## src/rtl/matrix_multiply_result_packer.sv

```systemverilog
// Groups the 3x3 matmul core's dot-product stream into 3-element vectors,
// rescales and saturates each element, and queues vectors in a 2-deep FIFO.
module matrix_multiply_result_packer #(
    parameter int SHIFT = 4,
    parameter int OUT_W = 14,
    parameter int CNT_W = 16
) (
    input  logic                 system1000,
    input  logic                 system1000_rstn,
    input  logic [33:0]          result,
    input  logic                 flush,
    output logic                 out_valid,
    input  logic                 out_ready,
    output logic [3*OUT_W-1:0]   out_data,
    output logic                 ovf,
    input  logic                 ovf_clr,
    output logic [CNT_W-1:0]     sat_cnt
);

    // Rounding constant is 2^(SHIFT-1), which collapses to 0 when SHIFT == 0.
    localparam logic signed [33:0] RND   = (34'sd1 <<< SHIFT) >>> 1;
    localparam logic signed [33:0] MAX_V = (34'sd1 <<< (OUT_W - 1)) - 34'sd1;
    localparam logic signed [33:0] MIN_V = -(34'sd1 <<< (OUT_W - 1));

    logic                    in_vld;
    logic signed [33:0]      sum_ext;
    logic signed [33:0]      rounded;
    logic signed [33:0]      scaled;
    logic [OUT_W-1:0]        elem;
    logic                    clipped;
    logic                    accept;
    logic                    push;
    logic                    pop;
    logic                    drop;
    logic [3*OUT_W-1:0]      vec_new;

    logic [1:0]              idx;
    logic [1:0][OUT_W-1:0]   part;
    logic [1:0]              cnt;
    logic [3*OUT_W-1:0]      head;
    logic [3*OUT_W-1:0]      tail;

    assign in_vld = result[33];

    // Data bits are masked when invalid so X on an idle bus never reaches state.
    assign sum_ext = in_vld ? {result[32], result[32:0]} : '0;
    assign rounded = sum_ext + RND;
    assign scaled  = rounded >>> SHIFT;

    always_comb begin
        elem    = scaled[OUT_W-1:0];
        clipped = 1'b0;
        if (scaled > MAX_V) begin
            elem    = MAX_V[OUT_W-1:0];
            clipped = 1'b1;
        end else if (scaled < MIN_V) begin
            elem    = MIN_V[OUT_W-1:0];
            clipped = 1'b1;
        end
    end

    assign accept    = in_vld && !flush;
    assign push      = accept && (idx == 2'd2);
    assign out_valid = (cnt != 2'd0);
    assign pop       = out_valid && out_ready;
    assign drop      = push && (cnt == 2'd2) && !pop;
    assign vec_new   = {elem, part[1], part[0]};
    assign out_data  = head;

    always_ff @(posedge system1000 or negedge system1000_rstn) begin
        if (!system1000_rstn) begin
            idx  <= '0;
            part <= '0;
        end else if (flush) begin
            idx  <= '0;
            part <= '0;
        end else if (accept) begin
            if (idx == 2'd2) begin
                idx <= '0;
            end else begin
                part[idx[0]] <= elem;
                idx          <= idx + 2'd1;
            end
        end
    end

    always_ff @(posedge system1000 or negedge system1000_rstn) begin
        if (!system1000_rstn) begin
            sat_cnt <= '0;
            ovf     <= 1'b0;
        end else begin
            if (accept && clipped && (sat_cnt != '1))
                sat_cnt <= sat_cnt + 1'b1;
            // A drop in the same cycle as a clear keeps the flag set.
            if (drop)
                ovf <= 1'b1;
            else if (ovf_clr)
                ovf <= 1'b0;
        end
    end

    // Head is always the registered output; tail only matters when cnt == 2.
    always_ff @(posedge system1000 or negedge system1000_rstn) begin
        if (!system1000_rstn) begin
            cnt  <= '0;
            head <= '0;
            tail <= '0;
        end else if (push && pop) begin
            if (cnt == 2'd2) begin
                head <= tail;
                tail <= vec_new;
            end else begin
                head <= vec_new;
            end
        end else if (pop) begin
            if (cnt == 2'd2)
                head <= tail;
            cnt <= cnt - 2'd1;
        end else if (push) begin
            if (cnt == 2'd0) begin
                head <= vec_new;
                cnt  <= 2'd1;
            end else if (cnt == 2'd1) begin
                tail <= vec_new;
                cnt  <= 2'd2;
            end
        end
    end

endmodule

```

## config.mk

```make
export PLATFORM = sky130hd
export DESIGN_NAME = matrix_multiply_result_packer
export DESIGN_NICKNAME = d
export VERILOG_FILES = /design/src/rtl/matrix_multiply_result_packer.sv
export SDC_FILE = /design/constraint.sdc
export NUM_CORES = 1
export LEC_CHECK = 0
export CAP_MARGIN = 10
export CORE_MARGIN = 2
export CORE_UTILIZATION = 40
export CTS_BUF_LIST = sky130_fd_sc_hd__clkbuf_4 sky130_fd_sc_hd__clkbuf_8
export DETAILED_ROUTE_END_ITERATION = 10
export PLACE_DENSITY = 0.64
export SLEW_MARGIN = 15
export SYNTH_ARGS = -nofsm -noshare
export SYNTH_HDL_FRONTEND = slang
export SYNTH_SLANG_ARGS = --single-unit
export TNS_END_PERCENT = 20
```

## constraint.sdc

```tcl
create_clock -name system1000 -period 3.5 [get_ports system1000]
set_clock_uncertainty 0.15 [all_clocks]
set_input_delay 0.35 -clock system1000 [delete_from_list [all_inputs] [get_ports system1000]]
set_output_delay 0.35 -clock system1000 [all_outputs]
set_load 0.005 [all_outputs]
```

==> results of run 1 <==
## cell usage in the layout (no fill, tap or decap), types with 8 or more instances in the layout
cell type / n
nand3_1: 32
clkbuf_8: 18
a21oi_1: 21
dfrtp_1: 133
nand4_1: 10
buf_4: 93
nor2_1: 37
and3_1: 9
and2_1: 9
nor4_1: 11
and4_1: 9
nor3_1: 12
mux2i_1: 30
a31oi_1: 24
xor2_1: 19
xnor2_1: 12
o211ai_1: 8
mux2_2: 30
inv_1: 12
clkdlybuf4s50_1: 93
o22ai_1: 16
o21ai_0: 43
nand2_1: 81
## flip-flops by register name, indices dropped and copies added (netlist names)
signal    cells
cnt           2
part         28
out_data     42
tail         42
idx           2
ovf           1
sat_cnt      16
## timing repair
item / 4_1_cts / 5_1_grt
buffers inserted: 0 / 1
gates resized for setup: 0 / 4
hold buffers: 1 / 0
hold endpoints to repair: 38 / 0
setup endpoints to repair: 0 / 13
## area by class of cell
cell class,count,area (µm²)
clock inverter,11,130
sequential,133,3330
fill,1491,7510
tap,220,275
clock buffer,19,255
inverter,13,48.8
timing repair buffer,194,1760
multi-input combinational,490,3270
## power by group through the flow
stage	registers, mW	clock network, mW	logic (mW)
2_1_floorplan	2.11	0	0.688
3_3_place_gp	2.13	0	1.47
3_5_place_dp	2.15	0	1.52
4_1_cts	2.12	1.29	1.52
5_1_grt	2.16	1.36	1.65
6_report	2.12	1.25	1.51
## logic make-up (layout without fill, tap and decap cells)
group                    after synthesis  in the layout
XOR/XNOR                              31             31
adder cells (fa/ha/maj)                5              5
multiplexers                          61             61
AND/OR/NAND/NOR                      244            244
buffers and inverters                 57            237
flip-flops                           133            133
AO/OA/AOI/OAI                        149            149
## worst max-delay path, delay by kind of cell
family	cells	cell delay [ns]
buffers and inverters	1	0.49
adders and majority gates	1	0.18
AOI/OAI and AO/OA	3	0.84
muxes	1	0.27
and+or+nand+nor	5	1.48
## layer usage
| layer | part of all wire [%] | vias up | global-route usage [%] | wire [µm] |
|---|---|---|---|---|
| met2 | 47 | 178 | 32.8 | 8610 |
| met5 | 0 | - | 0 | 0 |
| li1 | - | 2833 | - | - |
| met1 | 47 | 2858 | 28.9 | 8480 |
| met4 | 2.0 | 0 | 7.37 | 355 |
| met3 | 4.2 | 29 | 3.21 | 756 |
## how the worst max path moves through the flow
stage | startpoint | end | slack, ns | cells after the start
global route | result[3] | part[15] | 0.01 | 13
CTS | result[33] | part[26] | 0.09 | 11
global placement | result[33] | part[26] | -0.28 | 11
detailed placement | result[33] | tail[34] | -0.36 | 12
finish | result[3] | part[26] | 0.08 | 11
floorplan | result[33] | part[21] | -0.03 | 17
## synthesized netlist by cell type, types with 9 or more instances
| cell | count | area [µm²] |
|---|---|---|
| dfrtp_1 | 133 | 3330 |
| nand2_1 | 81 | 304 |
| o21ai_0 | 43 | 215 |
| nor2_1 | 37 | 139 |
| nand3_1 | 32 | 160 |
| mux2i_1 | 31 | 310 |
| mux2_2 | 30 | 338 |
| clkbuf_1 | 26 | 97.6 |
| a31oi_1 | 25 | 156 |
| a21oi_1 | 21 | 105 |
| xor2_1 | 19 | 166 |
| o22ai_1 | 17 | 106 |
| buf_2 | 15 | 75.1 |
| nor3_1 | 13 | 65.1 |
| inv_1 | 12 | 45.0 |
| xnor2_1 | 12 | 105 |
| nor4_1 | 11 | 68.8 |
| and3_1 | 10 | 62.6 |
| nand4_1 | 10 | 62.6 |
| and2_1 | 9 | 56.3 |
| and4_1 | 9 | 78.8 |
## per-stage QoR
stage                     instances  util [%]  power, mW  TNS (ns)  setup WS [ns]
after global placement         1048      52.2       3.60    -11.27         -0.279
after floorplan                 680         -       2.80    -0.105        -0.0281
after CTS                      1079      54.6       4.93         0         0.0932
final                          1080      54.7       4.88         0         0.0776
after detailed placement       1048      52.2       3.67    -17.79         -0.363
after global routing           1080      54.7       5.18         0         0.0118
==> results by group, run 1 <==
GRT
  • First-pass GRT wire length: 29800 µm
  • GRT overflow: 0
  • Initial antenna violation count: 0
  • GRT Total Usage: 20.7%
  • Largest net degree at the start of global routing: 96
  • Vias in the first global route: 5796

Synthesis
  • Mapped Cells: around 700
  • Yosys reg bits: 133
  • Post-synthesis cell type count: 62
  • Post-Synth Adder-Cell Area: 0.922%
  • Mapped cell area: 0.00679 mm²
  • Simple-gate portion of the synthesized area: 18.5%
  • Synth Area in Compound Gates: 14.4%
  • Mean Syn Cell Area: around 10 µm²
  • Synth Warn #: 0
  • Register area share after synthesis: around half
  • Post-synth EDFFs: 0
  • Largest family of logic cells by synthesized area: simple AND/OR/NAND/NOR gates
  • Post-synthesis mux area share: 9.55%
  • Synth Flop Type: dfrtp_1
  • Fraction of registers with async set or reset after synthesis: 100%
  • Mapped Nets: 724
  • Post-synthesis xor/xnor area fraction: between 4 and 5%

Clocking
  • Latest clock arrival within the worst-skew pair: 0.44 ns
  • CTS sink cnt: between 100 and 150
  • Root Driver: clkbuf_8
  • CTS tree: done
  • Maximum clock path buffer count: 2
  • Cts bufs inserted: 17
  • Htree depth: 4
  • Reg clk slew, reported paths: 0.08 ns

Floorplan
  • I/O Pins: 99
  • Die area: 0.0180 mm²
  • Starting Density: 40.9%
  • Die width: 134 µm
  • Die Span Y: 134 µm
  • Core Area: approximately 0.017 mm²
  • # rows: 47

Route
  • Iteration-0 DRC Markers: 329
  • Initial DRT Pass Iterations: 7
  • Post-DRT Antenna Nets: 0
  • Drt total wl: approximately 18000 µm
  • Via density: around 5.5
  • DRC violations left: 0
  • Vias: a little under 6000
  • Routed wire length per instance: ~17 µm

Worst setup path
  • Crit-path cells: clkdlybuf4s50_1 -> and2_1 -> ha_2 -> and3_4 -> and4_1 -> mux2i_2 -> o2111ai_1 -> or4_4 -> o31ai_4 -> nand3_1 -> a311oi_1
  • Worst-path maximum fanout: 5
  • Worst Reg-to-Reg Cells: 8
  • Crit path kind: input port to register
  • Worst Setup End Kind: register
  • Data arrival time at the worst-slack endpoint: 3.61 ns
  • R2R Path End: sat_cnt[12]
  • Worst endpoint required time: 3.69 ns
  • Worst path max stage delay: between 0.5 and 0.6 ns
  • Reg2reg setup slack: 0.72 ns
  • Crit path max-delay cell type: or4_4
  • Worst r2r src: sat_cnt[8]
  • CP startpoint kind: input port

Pwr
  • Net Sw Frac: 30.9%
  • Combinational Power Share: 30.9%
  • Pwr Density: 538 mW/mm²
  • Lkg Pwr: approximately 4.1 nW
  • Internal power: around 3.4 mW
  • Clk pwr share: 25.7%
  • Sw Pwr: between 1.5 and 2 mW
  • Flop pwr share: 43.4%
  • Worst IR Drop VDD: 0.000227 V

Placed design
  • Placed wire-length estimate: 13800 µm
  • Cell Area, Placed: 0.00865 mm²
  • Port Buffer Count: 95
  • Gpl congestion: 0.852

Run
  • Max-cap violation count: 0

Hold path
  • Hold crit path type: input port to asynchronous set/reset pin

STA
  • Final setup viols: 0
  • Final Hold Viols: 0
  • Rel. slew slack: 58.3%
  • Crit share post-route: 97.8%
  • Hold Slack: ~0.28 ns
  • Slew Viols, Final: 0
  • Max Clock Freq: 292 MHz
  • Unrepaired setup endpoints after global routing: no
  • Post-route minimum period: 3.42 ns
  • Slew @ Worst Pin: 0.621 ns

Layout
  • Antenna fix cells: 0
  • Post-route design area: 0.00907 mm²
  • Nets: 893
  • Area growth syn-to-layout: 33.7%
  • Proportion of layout cells with a drive suffix above 1: 20.6%

Run status
  • Status: finished clean
No activity file was read; power rests on OpenSTA's default activity.
==> run 2, diff against run 1 <==
--- a/config.mk
+++ b/config.mk
@@ -5,13 +5,14 @@
 export SDC_FILE = /design/constraint.sdc
 export NUM_CORES = 1
 export LEC_CHECK = 0
+export ABC_AREA = 1
 export CAP_MARGIN = 10
 export CORE_MARGIN = 2
 export CORE_UTILIZATION = 40
 export CTS_BUF_LIST = sky130_fd_sc_hd__clkbuf_4 sky130_fd_sc_hd__clkbuf_8
 export DETAILED_ROUTE_END_ITERATION = 10
-export PLACE_DENSITY = 0.64
-export SLEW_MARGIN = 15
+export PLACE_DENSITY = 0.63
+export SLEW_MARGIN = 20
 export SYNTH_ARGS = -nofsm -noshare
 export SYNTH_HDL_FRONTEND = slang
 export SYNTH_SLANG_ARGS = --single-unit
==> results by group, run 2 <==
Pwr
  • Net Sw Frac: 35.8% (+4.9 points)
  • Clk pwr share: 23.2% (-2.5 points)
  • Flop pwr share: 41.4% (-2.0 points)
  • Lkg Pwr: 4.40 nW (+8.2%)
  • Sw Pwr: 2.01 mW (+34%)
  • Overall power: 5.62 mW (+15%)
  • Combinational Power Share: 35.3% (+4.4 points)
  • Internal power: 3.61 mW (+6.9%)
  • Pwr Density: 594 mW/mm² (+10%)
  • Worst IR Drop VDD: 0.000271 V (+19%)

Worst setup path
  • Worst-path maximum fanout: 18 (+13)
  • Crit path max-delay cell type: clkdlybuf4s50_1
  • Worst endpoint required time: 3.74 ns (+0.05 ns)
  • Data arrival time at the worst-slack endpoint: 3.20 ns (-0.41 ns)
  • Crit-path cells: clkdlybuf4s50_1 -> nand2_1 -> inv_1 -> ha_1 -> inv_1 -> nor2_2 -> nand2_1 -> nor2_2 -> nand3_1 -> nand2_1 -> inv_1 -> nor2_1 -> nand2_1 -> nor2_1 -> nand3_2 -> nand2_4 -> nand2_4 -> nand3_4 -> nand2_1 -> nand2_1
  • CP startpoint kind: input port
  • Worst Setup End Kind: register
  • Crit path kind: input port to register
  • CP top delay family: simple AND/OR/NAND/NOR gates
  • Worst path max stage delay: 0.52 ns (-0.06 ns)
  • CP bufs+invs: 4 (+3)
  • Worst path most repeated cell: nand2_1

Route
  • Routed wire length per instance: 13.8 µm (-18%)
  • Initial DRT Pass Iterations: 7 (unchanged)
  • Met3 WL: 1000 µm (+33%)
  • Post-DRT Antenna Nets: 0 (unchanged)
  • Vias: 7122 (+21%)
  • Drt total wl: 20100 µm (+10%)
  • Met1 WL: 9250 µm (+9.1%)
  • Iteration-0 DRC Markers: 477 (+45%)
  • DRC violations left: 0 (unchanged)
  • Via density: 4.89 (-10%)
  • Uppermost layer routed: met4
  • Met2 wire length: 9430 µm (+9.5%)

Hold path
  • Hold crit path type: input port to asynchronous set/reset pin

Synthesis
  • Fraction of registers with async set or reset after synthesis: 100% (unchanged)
  • Simple-gate portion of the synthesized area: 33.6% (+15 points)
  • Synth top cells by count: nand2_1 (354), dfrtp_1 (133), o21ai_0 (114), inv_1 (112), nor2_1 (86)
  • Mean Syn Cell Area: 7.21 µm² (-28%)
  • Synth Warn #: 0 (unchanged)
  • Largest family of logic cells by synthesized area: simple AND/OR/NAND/NOR gates
  • Post-Synth Adder-Cell Area: 0.800% (-0.12 points)
  • Post-synthesis cell type count: 37 (-40%)
  • Mapped Cells: 1084 (+59%)
  • Register area share after synthesis: 42.6% (-6.5 points)
  • Mapped Nets: 1128 (+56%)
  • Mapped cell area: 0.00782 mm² (+15%)
  • Post-synthesis xor/xnor area fraction: 2.69% (-1.3 points)
  • Synth Flop Type: dfrtp_1
  • Most used standard cell by instance count after synthesis: nand2_1
  • Area contributors post-synth: dfrtp_1 (43%), nand2_1 (17%), o21ai_0 (7.3%)
  • Synth top area share: 42.6% (-6.5 points)
  • Post-synthesis mux area share: 0% (-9.6 points)
  • Yosys top cell by area: dfrtp_1
  • Post-synth EDFFs: 0 (unchanged)
  • Synth Area in Compound Gates: 11.4% (-3.0 points)
  • Yosys reg bits: 133 (unchanged)

GRT
  • Largest net degree at the start of global routing: 69 (-28%)
  • First-pass GRT wire length: 33700 µm (+13%)
  • Initial antenna violation count: 1 (+1)
  • GRT Total Usage: 20.7% (+0.050 points)
  • GRT overflow: 0 (unchanged)
  • Vias in the first global route: 6778 (+17%)

Floorplan
  • Die Span Y: 144 µm (+7.1%)
  • Die area: 0.0207 mm² (+15%)
  • Starting Density: 40.4% (-0.48 points)
  • I/O Pins: 99 (unchanged)
  • Die width: 144 µm (+7.1%)
  • Core Area: 0.0193 mm² (+17%)
  • # rows: 51 (+8.5%)

Clocking
  • Reg clk slew, reported paths: 0.08 ns (about the same)
  • Setup Fix Bufs, Post-CTS: 0 (unchanged)
  • Root Driver: clkbuf_8
  • Latest clock arrival within the worst-skew pair: 0.45 ns (about the same)
  • CTS tree: done
  • CTS sink cnt: 133 (unchanged)
  • Htree depth: 4 (unchanged)
  • Maximum clock path buffer count: 2 (unchanged)
  • Cts bufs inserted: 17 (unchanged)

STA
  • Crit share post-route: 84.7% (-13 points)
  • Unrepaired setup endpoints after global routing: no
  • Final setup viols: 0 (unchanged)
  • Slew Viols, Final: 0 (unchanged)
  • Max Clock Freq: 337 MHz (+15%)
  • Hold Slack: 0.268 ns (-0.0153 ns)
  • Setup TNS: 0 ns (unchanged)
  • Final Hold Viols: 0 (unchanged)
  • Rel. slew slack: 41.9% (-16 points)
  • Post-route minimum period: 2.97 ns (-0.457 ns)
  • Slew @ Worst Pin: 0.867 ns (+0.245 ns)

Layout
  • Most common cell after layout, fill and taps aside: nand2_1
  • Nets: 1220 (+37%)
  • Area growth syn-to-layout: 21.0%
  • Commonest cells after routing, fill and taps aside: nand2_1 (354), dfrtp_1 (133), o21ai_0 (114)
  • Proportion of layout cells with a drive suffix above 1: 10.3% (-10 points)
  • Fillers: 1994 (+34%)

Placed design
  • Placed wire-length estimate: 14500 µm (+5.1%)
  • Gpl congestion: 0.922 (+8.2%)
  • Port Buffer Count: 95 (unchanged)

Run
  • Max-cap violation count: 0 (unchanged)

Run status
  • Status: finished clean
==> run 2: cell count changes in the layout (fill, tap and decap cells not counted), moves of 10 or more <==
| cell | previous run | this run |
|---|---|---|
| mux2_2 | 30 | 0 |
| nand4_1 | 10 | 25 |
| a31oi_1 | 24 | 0 |
| nand2_1 | 81 | 354 |
| o21ai_0 | 43 | 114 |
| nand2_2 | 0 | 26 |
| inv_1 | 12 | 112 |
| nor2_1 | 37 | 86 |
| a311oi_1 | 3 | 13 |
| nor2_2 | 0 | 11 |
| nand3_1 | 32 | 57 |
| o22ai_1 | 16 | 2 |
| buf_4 | 93 | 21 |
| mux2i_1 | 30 | 0 |
==> run 2: what timing repair did <==
item / CTS / global route
hold buffers: 1 / 0
gates resized for setup: 0 / 0
hold endpoints to repair: 34 / 0
==> run 2: routing by layer <==
metal / vias up / GRT usage, %
li1: 3661 / -
met1: 3247 / 27.9
met2: 190 / 33.9
met3: 24 / 4.17
met4: 0 / 6.09
met5: - / 0
==> run 2: layout make-up <==
type / instances / area, µm² / share of cell area (%)
clock buffer: 17 / 234 / 2.47
tap: 265 / 332 / 3.51
timing repair buffer: 118 / 1140 / 12.1
antenna: 1 / 2.50 / 0.0265
inverter: 121 / 454 / 4.80
multi-input combinational: 785 / 3790 / 40.1
clock inverter: 15 / 171 / 1.81
sequential: 133 / 3330 / 35.2
==> run 2: path summary, 6_finish.rpt <==
check                           startpoint      endpoint  slack [ns]  cells after the start
setup / recovery                 result[3]    sat_cnt[2]        0.53                     20
setup reg to reg                    cnt[0]  out_data[41]        0.85                     11
min in group system1000            ovf_clr           ovf        0.33                      2
max in group asynchronous  system1000_rstn   out_data[3]        2.21                      3
hold reg to reg               out_data[16]  out_data[16]        0.33                      2
hold / removal             system1000_rstn  out_data[34]        0.27                      2
==> run 2: power by group through the flow <==
stage	Sequential (mW)	Clock [mW]	Combinational (mW)
final	2.33	1.31	1.99
after global routing	2.40	1.41	2.28
after CTS	2.33	1.34	2.01
after detailed placement	2.36	0	2.00
after global placement	2.34	0	1.97
after floorplan	2.33	0	1.12
==> run 2: metrics by stage <==
step,instance area (µm²),utilization [%],std cells,setup slack (ns)
4_1_cts,9450,48.9,1454,0.528
2_1_floorplan,7820,-,1084,0.700
6_report,9460,48.9,1455,0.535
3_3_place_gp,9040,46.7,1421,0.0739
3_5_place_dp,9040,46.7,1421,0.0384
5_1_grt,9450,48.9,1454,0.226
==> run 2: cells by family after synthesis <==
family	count (synthesis)
AOI/OAI and AO/OA	159
buffers and inverters	166
and+or+nand+nor	597
xor gates and xnor gates	24
adders and majority gates	5
DFF	133
